File: config.mk
export PLATFORM = sky130hd
export DESIGN_NAME = rp_mult_arbiter
export DESIGN_NICKNAME = d
export VERILOG_FILES = /design/src/rtl/rp_mult_arbiter.sv
export SDC_FILE = /design/constraint.sdc
export NUM_CORES = 1
export LEC_CHECK = 0
export BUFFER_PORTS_ARGS = -buffer_cell sky130_fd_sc_hd__buf_2
export CAP_MARGIN = 20
export CORE_AREA = 3 3 154 156
export DETAILED_ROUTE_END_ITERATION = 10
export DIE_AREA = 0 0 157 159
export PLACE_DENSITY = 0.66
export SLEW_MARGIN = 10
export SYNTH_ARGS = -nofsm -noshare
export SYNTH_HDL_FRONTEND = slang
export SYNTH_SLANG_ARGS = --single-unit
File: constraint.sdc
create_clock -name Clk -period 9.89 [get_ports Clk]
set_clock_uncertainty 0.2 [all_clocks]
set_input_delay 0.989 -clock Clk [delete_from_list [all_inputs] [get_ports Clk]]
set_output_delay 0.989 -clock Clk [all_outputs]
set_load 0.05 [all_outputs]
File: src/rtl/rp_mult_arbiter.sv
// Round-robin arbiter that shares one reconfigurable-partition multiplier among NUM_REQ
// requesters, with a decouple handshake that parks and resets the partition for reconfiguration.
module rp_mult_arbiter #(
    parameter int unsigned NUM_REQ      = 4,
    parameter int unsigned ID_W         = 2,
    parameter int unsigned MULT_LATENCY = 1
) (
    input  logic                  Clk,
    input  logic                  Reset_n,
    input  logic [NUM_REQ-1:0]    req_valid,
    output logic [NUM_REQ-1:0]    req_ready,
    input  logic [32*NUM_REQ-1:0] req_a,
    input  logic [32*NUM_REQ-1:0] req_b,
    output logic                  resp_valid,
    input  logic                  resp_ready,
    output logic [31:0]           resp_data,
    output logic [ID_W-1:0]       resp_id,
    input  logic                  decouple,
    output logic                  decouple_ack,
    output logic [31:0]           rp_ain,
    output logic [31:0]           rp_bin,
    input  logic [31:0]           rp_result,
    output logic                  rp_rst_n
);

    localparam int unsigned CNT_W = 4;

    typedef enum logic [1:0] {StIdle, StWait, StResp} state_e;

    state_e             state_q, state_d;
    logic [ID_W-1:0]    ptr_q, ptr_d;
    logic [ID_W-1:0]    id_q, id_d;
    logic [CNT_W-1:0]   cnt_q, cnt_d;
    logic [31:0]        rp_ain_q, rp_ain_d;
    logic [31:0]        rp_bin_q, rp_bin_d;
    logic [31:0]        resp_data_q, resp_data_d;
    logic [ID_W-1:0]    resp_id_q, resp_id_d;
    logic               resp_valid_q, resp_valid_d;
    logic               ack_q, ack_d;
    logic               rp_rst_n_q, rp_rst_n_d;
    logic               init_q;

    logic [NUM_REQ-1:0] req_rot;
    logic               grant_found;
    int unsigned        grant_off;
    int unsigned        grant_sum;
    logic [ID_W-1:0]    grant_idx;
    logic               grant_en;
    logic [31:0]        sel_a, sel_b;

    // Rotate so the search always starts at bit 0, then map the hit back to a requester index.
    always_comb begin : rr_scan
        req_rot     = NUM_REQ'({req_valid, req_valid} >> ptr_q);
        grant_found = 1'b0;
        grant_off   = 0;
        for (int unsigned k = 0; k < NUM_REQ; k++) begin
            if (!grant_found && req_rot[k]) begin
                grant_found = 1'b1;
                grant_off   = k;
            end
        end
        grant_sum = 32'(ptr_q) + grant_off;
        if (grant_sum >= NUM_REQ) begin
            grant_sum = grant_sum - NUM_REQ;
        end
        grant_idx = ID_W'(grant_sum);
    end

    // init_q keeps grants off until the first edge after reset release.
    assign grant_en = (state_q == StIdle) && init_q && !decouple && !ack_q && grant_found;

    always_comb begin : grant_sel
        sel_a     = '0;
        sel_b     = '0;
        req_ready = '0;
        for (int unsigned i = 0; i < NUM_REQ; i++) begin
            if (grant_idx == ID_W'(i)) begin
                sel_a        = req_a[32*i +: 32];
                sel_b        = req_b[32*i +: 32];
                req_ready[i] = grant_en;
            end
        end
    end

    always_comb begin : fsm
        state_d      = state_q;
        ptr_d        = ptr_q;
        id_d         = id_q;
        cnt_d        = cnt_q;
        rp_ain_d     = rp_ain_q;
        rp_bin_d     = rp_bin_q;
        resp_data_d  = resp_data_q;
        resp_id_d    = resp_id_q;
        resp_valid_d = resp_valid_q;
        ack_d        = ack_q;
        unique case (state_q)
            StIdle: begin
                ack_d = decouple;
                if (grant_en) begin
                    rp_ain_d = sel_a;
                    rp_bin_d = sel_b;
                    id_d     = grant_idx;
                    ptr_d    = (grant_idx == ID_W'(NUM_REQ - 1)) ? '0 : grant_idx + 1'b1;
                    cnt_d    = CNT_W'(MULT_LATENCY);
                    state_d  = StWait;
                end
            end
            StWait: begin
                if (cnt_q == '0) begin
                    resp_data_d  = rp_result;
                    resp_id_d    = id_q;
                    resp_valid_d = 1'b1;
                    state_d      = StResp;
                end else begin
                    cnt_d = cnt_q - 1'b1;
                end
            end
            StResp: begin
                if (resp_ready) begin
                    resp_valid_d = 1'b0;
                    state_d      = StIdle;
                end
            end
            default: state_d = StIdle;
        endcase
        if (ack_d) begin
            rp_ain_d = '0;
            rp_bin_d = '0;
        end
        // Partition stays in reset for one extra edge after the ack drops.
        rp_rst_n_d = !ack_d && !ack_q;
    end

    always_ff @(posedge Clk or negedge Reset_n) begin
        if (!Reset_n) begin
            state_q      <= StIdle;
            ptr_q        <= '0;
            id_q         <= '0;
            cnt_q        <= '0;
            rp_ain_q     <= '0;
            rp_bin_q     <= '0;
            resp_data_q  <= '0;
            resp_id_q    <= '0;
            resp_valid_q <= 1'b0;
            ack_q        <= 1'b0;
            rp_rst_n_q   <= 1'b0;
            init_q       <= 1'b0;
        end else begin
            state_q      <= state_d;
            ptr_q        <= ptr_d;
            id_q         <= id_d;
            cnt_q        <= cnt_d;
            rp_ain_q     <= rp_ain_d;
            rp_bin_q     <= rp_bin_d;
            resp_data_q  <= resp_data_d;
            resp_id_q    <= resp_id_d;
            resp_valid_q <= resp_valid_d;
            ack_q        <= ack_d;
            rp_rst_n_q   <= rp_rst_n_d;
            init_q       <= 1'b1;
        end
    end

    assign resp_valid   = resp_valid_q;
    assign resp_data    = resp_data_q;
    assign resp_id      = resp_id_q;
    assign decouple_ack = ack_q;
    assign rp_ain       = rp_ain_q;
    assign rp_bin       = rp_bin_q;
    assign rp_rst_n     = rp_rst_n_q;

endmodule
# --- Yosys cells after proc, flatten, opt, wreduce, memory -nomap -nowiden ---
# Index checks and enable logic that the tools add are counted.
totals:
  output_inout_bits: 105
  word_cells: 92
  inputBits: 296
  reg_bits: 112
op_classes:
  eq_ne: 9
  addsub: 4
  shift: 1
  mux: 38
  n_lt_le_gt_ge: 1
  n_reduce_logical: 27
op_table:
  columns: ["cell", "count"]
  rows:
  - ["$mux W32", 16]
  - ["$add A2 B32 Y32", 1]
  - ["$ge A32 B3 Y1 const B", 1]
  - ["$mux W1", 12]
  - ["$mux W2", 5]
  - ["$reduce_and A3 Y1", 3]
  - ["$logic_and A1 B1 Y1", 8]
  - ["$mux W4", 2]
  - ["$ne A2 B2 Y1 const B", 4]
  - ["$pmux W4 S2", 1]
  - ["$reduce_bool A2 Y1", 4]
  - ["$shr A8 B2 Y4", 1]
  - ["$eq A2 B2 Y1 const B", 3]
  - ["$logic_not A1 Y1", 6]
  - ["$pmux W2 S3", 1]
  - ["$reduce_and A2 Y1", 3]
  - ["$eq A2 B1 Y1 const B", 2]
  - ["$logic_not A2 Y1", 2]
  - ["$logic_not A4 Y1", 1]
  - ["$sub A4 B1 Y4 const B", 1]
  - ["$add A2 B1 Y2 const B", 1]
  - ["$pmux W1 S2", 1]
  - ["$sub A2 B1 Y2 const B", 1]

# --- Depth between registers and ports, before layout ---
# Gate-level depths: netlist of run 1.
logic_depth:
  depth_word: 22
  ltp_mapped: 15
  depth_no_buf: 12

# --- Worst setup path after synthesis of run 1 ---
# No wires, ideal clock.
synth_timing:
  path_kind: "in2out"
  start: "input req_valid[0]"
  end: "output req_ready[1]"
  t_required_ns: 8.701
  stages: 11
  arrival_time_ns: 3.337
  setup_slack_ns: 5.364
  path_buffers: 2
  cell_sequence: "nand2b_1 o22ai_1 o21ai_0 o221ai_1 ha_1 xnor2_1 xor2_1 ha_1 clkbuf_1 clkbuf_1 and2_1"
synth_between:
  elab_chain_len: 16
  word_cells_on_any_way: 21
  classes_between: "2 x add/sub; 1 x order compare; 1 x eq/ne; 1 x shift; 9 x mux; 7 x reduce/logical"
synth_lines:
  columns: ["item", "line_no", "rtl"]
  rows:
  - ["from (decl)", "10", "input logic [NUM_REQ-1:0] req_valid,"]
  - ["$shr A8 B2 Y4 (*)", "53", "req_rot = NUM_REQ'({req_valid, req_valid} >> ptr_q);"]
  - ["$mux W1", "57", "if (!grant_found && req_rot[k]) begin"]
  - ["$logic_not A1 Y1", "57", null]
  - ["$logic_and A1 B1 Y1", "57", null]
  - ["$mux W1", "57", null]
  - ["$logic_not A1 Y1", "57", null]
  - ["$logic_and A1 B1 Y1", "57", null]
  - ["$mux W1", "57", null]
  - ["$logic_not A1 Y1", "57", null]
  - ["$logic_and A1 B1 Y1", "57", null]
  - ["$mux W32", "57", null]
  - ["$add A2 B32 Y32", "62", "grant_sum = 32'(ptr_q) + grant_off;"]
  - ["$ge A32 B3 Y1 or $sub A2 B1 Y2 (tied branches)", "63, 64", null]
  - ["$mux W2", "63", "if (grant_sum >= NUM_REQ) begin"]
  - ["$eq A2 B1 Y1", "77", "if (grant_idx == ID_W'(i)) begin"]
  - ["$mux W1 (*)", "77", null]
  - ["to (decl)", "11", "output logic [NUM_REQ-1:0] req_ready,"]
# Every way passes the cells marked *; elsewhere a longest branch is shown, timed or not.

# --- Worst setup path in the final report of run 1 ---
layout_timing:
  start: "input req_valid[0]"
  end: "register rp_bin_q[3] (netlist: rp_bin[3])"
layout_between:
  elab_chain_len: 22
  word_cells_on_any_way: 32
  classes_between: "2 x add/sub; 1 x order compare; 3 x eq/ne; 1 x shift; 15 x mux; 10 x reduce/logical"
layout_lines:
  columns: ["item", "line_no", "rtl"]
  rows:
  - ["$shr A8 B2 Y4 (*)", "53", null]
  - ["$mux W1", "57", null]
  - ["$logic_not A1 Y1", "57", null]
  - ["$logic_and A1 B1 Y1", "57", null]
  - ["$mux W1", "57", null]
  - ["$logic_not A1 Y1", "57", null]
  - ["$logic_and A1 B1 Y1", "57", null]
  - ["$mux W1", "57", null]
  - ["[... 3 more ...]", null, null]
  - ["$add A2 B32 Y32", "62", null]
  - ["$ge A32 B3 Y1 or $sub A2 B1 Y2 (tied branches)", "63, 64", null]
  - ["$mux W2", "63", null]
  - ["$logic_not A2 Y1", "77", null]
  - ["$mux W32 (4 in a row)", "77", null]
  - ["$mux W32", "99", "if (grant_en) begin"]
  - ["$mux W32", "96", "unique case (state_q)"]
  - ["$mux W32", "126", "if (ack_d) begin"]
  - ["to (signal assigned)", "154", "rp_bin_q <= rp_bin_d;"]
  - ["to (decl)", "35", "logic [31:0] rp_bin_q, rp_bin_d;"]
# Every way passes the cells marked *; elsewhere a longest branch is shown, timed or not. The select of a mux whose other input is x is not followed.
# A chain may end at the register's enable or synchronous reset.

==> results of run 1 <==
[power by group]
part	total, mW	internal (mW)	switching, mW
Combinational	2.70	0.902	1.80
Clock	0.382	0.202	0.181
Sequential	0.767	0.656	0.111
[layout make-up]
type / instances / share of cell area, %
flip-flops and latches: 112 / 32.1
repair buffers: 407 / 23.7
multi-input cells: 433 / 36.4
clock buffers: 10 / 2.62
well taps: 285 / 4.08
clock inverters: 6 / 0.873
inverters: 8 / 0.343
[layout by cell type, fill, tap and decap left out, types with 3 or more instances in the layout]
master	n
or3_1	4
buf_2	399
nor2b_1	64
clkbuf_16	9
a22o_1	63
and2_1	4
buf_4	7
dfrtp_1	112
a221oi_1	63
inv_1	8
a21oi_1	7
nor2_1	6
o21ai_0	7
ha_1	3
nand3b_1	3
o31ai_1	64
nand2_1	77
mux2_2	36
[worst max-delay path by stage]
stage          cells after the start                     to  slack, ps          from
6_report                          15  rp_bin[3]$_DFFE_PN0P_       4750  req_valid[0]
5_1_grt                           15  rp_bin[3]$_DFFE_PN0P_       4320  req_valid[0]
4_1_cts                           15  rp_bin[3]$_DFFE_PN0P_       4710  req_valid[0]
3_5_place_dp                      15  rp_bin[3]$_DFFE_PN0P_       4330  req_valid[0]
3_3_place_gp                      15  rp_bin[3]$_DFFE_PN0P_       4400  req_valid[0]
2_1_floorplan                     11           req_ready[1]       5360  req_valid[0]
[logic make-up after synthesis]
| family | count (synthesis) |
|---|---|
| AOI/OAI and AO/OA | 214 |
| xor gates and xnor gates | 3 |
| adders and majority gates | 6 |
| buffers and inverters | 69 |
| DFF | 112 |
| muxes | 36 |
| other | 1 |
| and+or+nand+nor | 173 |
[flip-flops by register name, indices dropped and copies added (netlist names), 2 cells and up]
register / flops
cnt_q: 4
id_q: 2
ptr_q: 2
resp_data: 32
resp_id: 2
rp_ain: 32
rp_bin: 32
state_q: 2
[per-stage QoR]
step / utilization, % / cells / cell area (sq um)
after floorplan: - / 614 / 6250
after global placement: 37.4 / 1244 / 8420
after detailed placement: 37.4 / 1244 / 8420
after CTS: 38.8 / 1260 / 8720
after global routing: 38.9 / 1261 / 8740
final: 38.9 / 1261 / 8740
[metal layers]
| layer | wire [um] | vias up |
|---|---|---|
| li1 | - | 3052 |
| met1 | 9330 | 3044 |
| met2 | 11200 | 283 |
| met3 | 1520 | 37 |
| met4 | 815 | 2 |
| met5 | 13 | - |
==> flow_summary.toml, run 1 <==
[synth]
synth_top_area_cell = "dfrtp_1"
avgSynthCellArea_sq_um = 10.2
yosysMostFrequentCell = "dfrtp_1"
netlist_area_sq_mm = 0.00625
yosys.area_share.simple_pct = 14.3
ys_top_cells_by_count = "dfrtp_1, nand2_1, nor2b_1, o31ai_1"
yosys_warnings = 0
synth_nets = 916
ys_top_cells_by_area = "dfrtp_1, a221oi_1, a22o_1"
yosys-mux-area-fraction_pct = 6.48
synth_xor_xnor_area_share_pct = 0.420
yosysUniqueCellTypes = 43
synth_edf_count = 0
synth_seq_area_share_pct = 44.8
ys.flop_type = "dfrtp_1"
synthCells = 614
synthArstFlopShare_pct = 100
synth-compound-area-share_pct = 27.8
ys_ff_latch = 112
synth_top_family_by_area = "compound AO/OA/AOI/OAI gates"
netlist.area_leader.share_pct = 44.8
synth_fa_ha_area_share_pct = 1.20

[floorplanning]
num_rows = 55
num_io_pins = 401
fp.dieArea_sq_mm = 0.0250
initial_utilization_pct = 27.8
chipWidth_um = 157
core_sq_mm = 0.0225
die_h_um = 159

[clock_tree]
ctsHoldBuffers = 0
clock-root-buffer = "clkbuf_16"
clock_latency_ps = 350
numCtsBuffers = 9
cts_tree = "yes"
ctsHtreeMaxLevel = 3
ctsResizeCount = 0
postCtsSetupBuffers = 0
clock-sinks = 112
clockBufferDepth = 2
clk_pin_slew_ps = 80

[sta]
worst_pin_slew_ps = 1000
slew_headroom_pct = 33.2
timing.final.crit_share_pct = 52.0
holdWs_ps = 294
hold_viol = 0
rsz0062_at_grt = "false"
maxSlewViolCount = 0
finalSetupViolCount = 0
fmax_mhz = 194
finalCriticalPeriod_ps = 5150
timing.final.ws_setup_ps = 4750
tns_ps = 0

[critical_path]
ff2ff_path_depth = 14
required_ps = 9930
path_delay_family = "compound AO/OA/AOI/OAI gates"
critical_path_class = "in -> reg"
cp-end-kind = "flop"
crit_buf_inv = 3
crit_chain = "buf_2 -> nand2b_1 -> o22ai_1 -> o21ai_0 -> o221ai_1 -> ha_1 -> xnor2_1 -> xor2_1 -> ha_2 -> buf_4 -> nor2b_4 -> buf_4 -> a221oi_1 -> o31ai_1 -> a22o_1"
r2r-end = "rp_bin[3]$_DFFE_PN0P_"
crit_fanout = 37
critPathMaxStageDelay_ps = 750
rrSetupSlack_ps = 5020
start_kind = "input pin"
reg2reg_from = "ptr_q[0]$_DFFE_PN0P_"
crit_slowest_cell = "ha_2"
worstPathArrival_ps = 5180
crit_path_frequent_cell = "buf_4"

[final_layout]
fillerInstances = 2296
final_nets = 1273
regArea_sq_mm = 0.00280
area_growth_pct = 39.8
diodes = 0
multi_input_area_sq_mm = 0.00318
final_layout_size_suffix_gt1_share_pct = 47.8

[global_route]
top_usage_layer = "met2"
grt_usage_pct = 17.4
gr-usage-met2_pct = 29.5
met3_usage_pct = 3.32
antenna_found_initial = 1
use_met1_pct = 21.4
grt_pass1_wl_um = 34400
grt_pass1_vias = 6280
grt_max_degree = 129
grt-ovfl-total = 0

[detailed_routing]
ant_nets = 0
firstDrtPassIters = 7
first_iter_violations = 247
vias_per_cell = 5.09
post_drt_wl_per_cell_um = 18.1
vias = 6418
drc = 0
wl_um = 22900

[hold_path]
hold_start = "rp_ain[30]$_DFFE_PN0P_"
holdPathStages = 1
holdPathEnd = "rp_ain[30]$_DFFE_PN0P_"
hold_path.class = "reg -> reg"

[placement]
hpwl_um = 16900
place_ws_ps = 4330
io_buffers = 400
routabilityCongestion = 0.886

[flow_run]
cap_violations = 0

[pwr]
total_power_mw = 3.85
leakagePower_nw = 4.34
p_per_area_mw_per_mm2 = 441
vdd_drop_max_mv = 0.168

[run_status]
status = "completed"
Power figures use the tool's default switching activity.
==> run 2, diff against run 1 <==
- CORE_AREA: 3 3 154 156 -> 3 3 156 158
- DIE_AREA: 0 0 157 159 -> 0 0 159 161
- PLACE_DENSITY: 0.66 -> 0.67
- clock period: 9.89 -> 4.2 ns (I/O delays scaled with it)
==> run 2 against run 1 <==
Against the previous run: worst hold slack got worse by 220 ps; via count up 0.39%; global-route usage shrank 1.1 points; routed wire length is 4.1% lower; total power is 140% higher; die area is 2.5% higher; largest power group unchanged.
==> flow_summary.toml, run 2 (synthesized netlist as in run 1, its figures left out) <==
[clock_tree]
numCtsBuffers = 9
ctsResizeCount = 0
clock-sinks = 112
clk_pin_slew_ps = 80
clockBufferDepth = 2
clock-root-buffer = "clkbuf_16"
clock_latency_ps = 340
cts_tree = "yes"
ctsHtreeMaxLevel = 3

[sta]
maxSlewViolCount = 0
finalSetupViolCount = 0
fmax_mhz = 262
hold_viol = 0
tns_ps = 0
rsz0062_at_grt = "false"
slew_headroom_pct = 34.7
timing.final.crit_share_pct = 90.7
worst_pin_slew_ps = 979
finalCriticalPeriod_ps = 3810

[global_route]
antenna_found_initial = 0
grt_pass1_vias = 6280
grt-ovfl-total = 0
grt_max_degree = 113
grt_pass1_wl_um = 33900
grt_usage_pct = 16.3

[detailed_routing]
vias = 6443
met2_length_um = 11100
ant_nets = 0
wl_met3_um = 1540
wl_met1_um = 8960
drc = 0
firstDrtPassIters = 5
post_drt_wl_per_cell_um = 16.9
vias_per_cell = 4.96
top_layer_used = "met4"
wl_um = 21900
first_iter_violations = 297

[final_layout]
diodes = 0
final_area_sq_mm = 0.00887
fin_cells = 1299
final_nets = 1277
final_common_cell = "buf_2"
area_growth_pct = 41.8
final_layout_size_suffix_gt1_share_pct = 48.1
final_cell_mix = "buf_2, dfrtp_1, nand2_1, nor2b_1, o31ai_1"
fin_util_pct = 38.1

[critical_path]
r2r-end = "rp_bin[17]$_DFFE_PN0P_"
ff2ff_path_depth = 13
worstSetupStartpoint = "ptr_q[0]$_DFFE_PN0P_"
critical_path_class = "reg -> out"
crit_fanout = 66
cp-end-kind = "output pin"
crit_end = "req_ready[1]"
reg2reg_from = "ptr_q[0]$_DFFE_PN0P_"
required_ps = 3580
rrSetupSlack_ps = 740
start_kind = "flop"
worstPathArrival_ps = 3190

[floorplanning]
chipWidth_um = 159
core_sq_mm = 0.0233
die_h_um = 161
num_io_pins = 401
num_rows = 56
fp.dieArea_sq_mm = 0.0256
initial_utilization_pct = 26.9

[placement]
io_buffers = 400
hpwl_um = 16500
routabilityCongestion = 0.861
dp_cells = 1282
dpl-instance-area_sq_mm = 0.00857

[pwr]
comb_power_share_pct = 70.6
clock_power_share_pct = 9.3
seq_power_share_pct = 20.0
swShare_pct = 53.4
power.switching_mw = 4.85
p_int_mw = 4.23
leakagePower_nw = 4.37
vdd_drop_max_mv = 0.699
p_per_area_mw_per_mm2 = 1020

[run_status]
status = "completed"

[hold_path]
hold_path.class = "in -> reg"

[flow_run]
cap_violations = 0
-- run 2: per-stage QoR --
| stage | power, mW | hold WS, ps | worst slack (ps) |
|---|---|---|---|
| detailed placement | 8.30 | 265 | 676 |
| global route | 9.75 | 48.8 | 165 |
| CTS | 9.17 | 52.0 | 367 |
| floorplan | 6.66 | -75.6 | 672 |
| global placement | 8.24 | 258 | 734 |
| finish | 9.08 | 73.8 | 389 |
-- run 2: routing by layer --
| layer | GRT usage [%] | vias to the layer above |
|---|---|---|
| met2 | 28.6 | 300 |
| li1 | - | 3055 |
| met1 | 20.0 | 3064 |
| met5 | 0 | - |
| met4 | 4.14 | 0 |
| met3 | 4.36 | 24 |
-- run 2: how the worst min path moves through the flow --
stage	startpoint	to	slack, ps	depth (start not counted)
2_1_floorplan	Reset_n	cnt_q[0]$_DFFE_PN0P_	-80	0
5_1_grt	decouple	rp_rst_n$_DFF_PN0_	50	2
4_1_cts	decouple	rp_rst_n$_DFF_PN0_	50	2
3_5_place_dp	decouple_ack$_DFF_PN0_	rp_rst_n$_DFF_PN0_	270	1
6_report	decouple	rp_rst_n$_DFF_PN0_	70	2
3_3_place_gp	decouple_ack$_DFF_PN0_	rp_rst_n$_DFF_PN0_	260	1
-- run 2: critical path, cell delays in order, from the launching register on --
cell and delay (ps):
dfrtp_1 500, nand3b_1 130, o311ai_0 130, o21ai_0 110, o221ai_1 130, ha_1 210
xnor2_1 350, xor2_1 260, ha_2 290, buf_12 300, and2_1 170, buf_2 260
-- run 2: what timing repair did --
| action | CTS | global route |
|---|---|---|
| setup buffers | 0 | 0 |
| hold buffers | 1 | 0 |
| hold endpoints to repair | 94 | 0 |
-- run 2: cell type report --
cell class	instances	area, sq um
inverters	8	30.0
fillers	2364	14400
clock inverters	6	51.3
well taps	319	399
clock buffers	10	239
repair buffers	411	2160
multi-input cells	433	3180
flip-flops and latches	112	2800
-- run 2: power by group through the flow --
| stage | clock network [mW] | registers (mW) | logic (mW) |
|---|---|---|---|
| after detailed placement | 0 | 1.83 | 6.47 |
| final | 0.847 | 1.82 | 6.42 |
| after global placement | 0 | 1.82 | 6.42 |
| after floorplan | 0 | 3.32 | 3.33 |
| after CTS | 0.887 | 1.82 | 6.47 |
| after global routing | 0.928 | 1.89 | 6.93 |
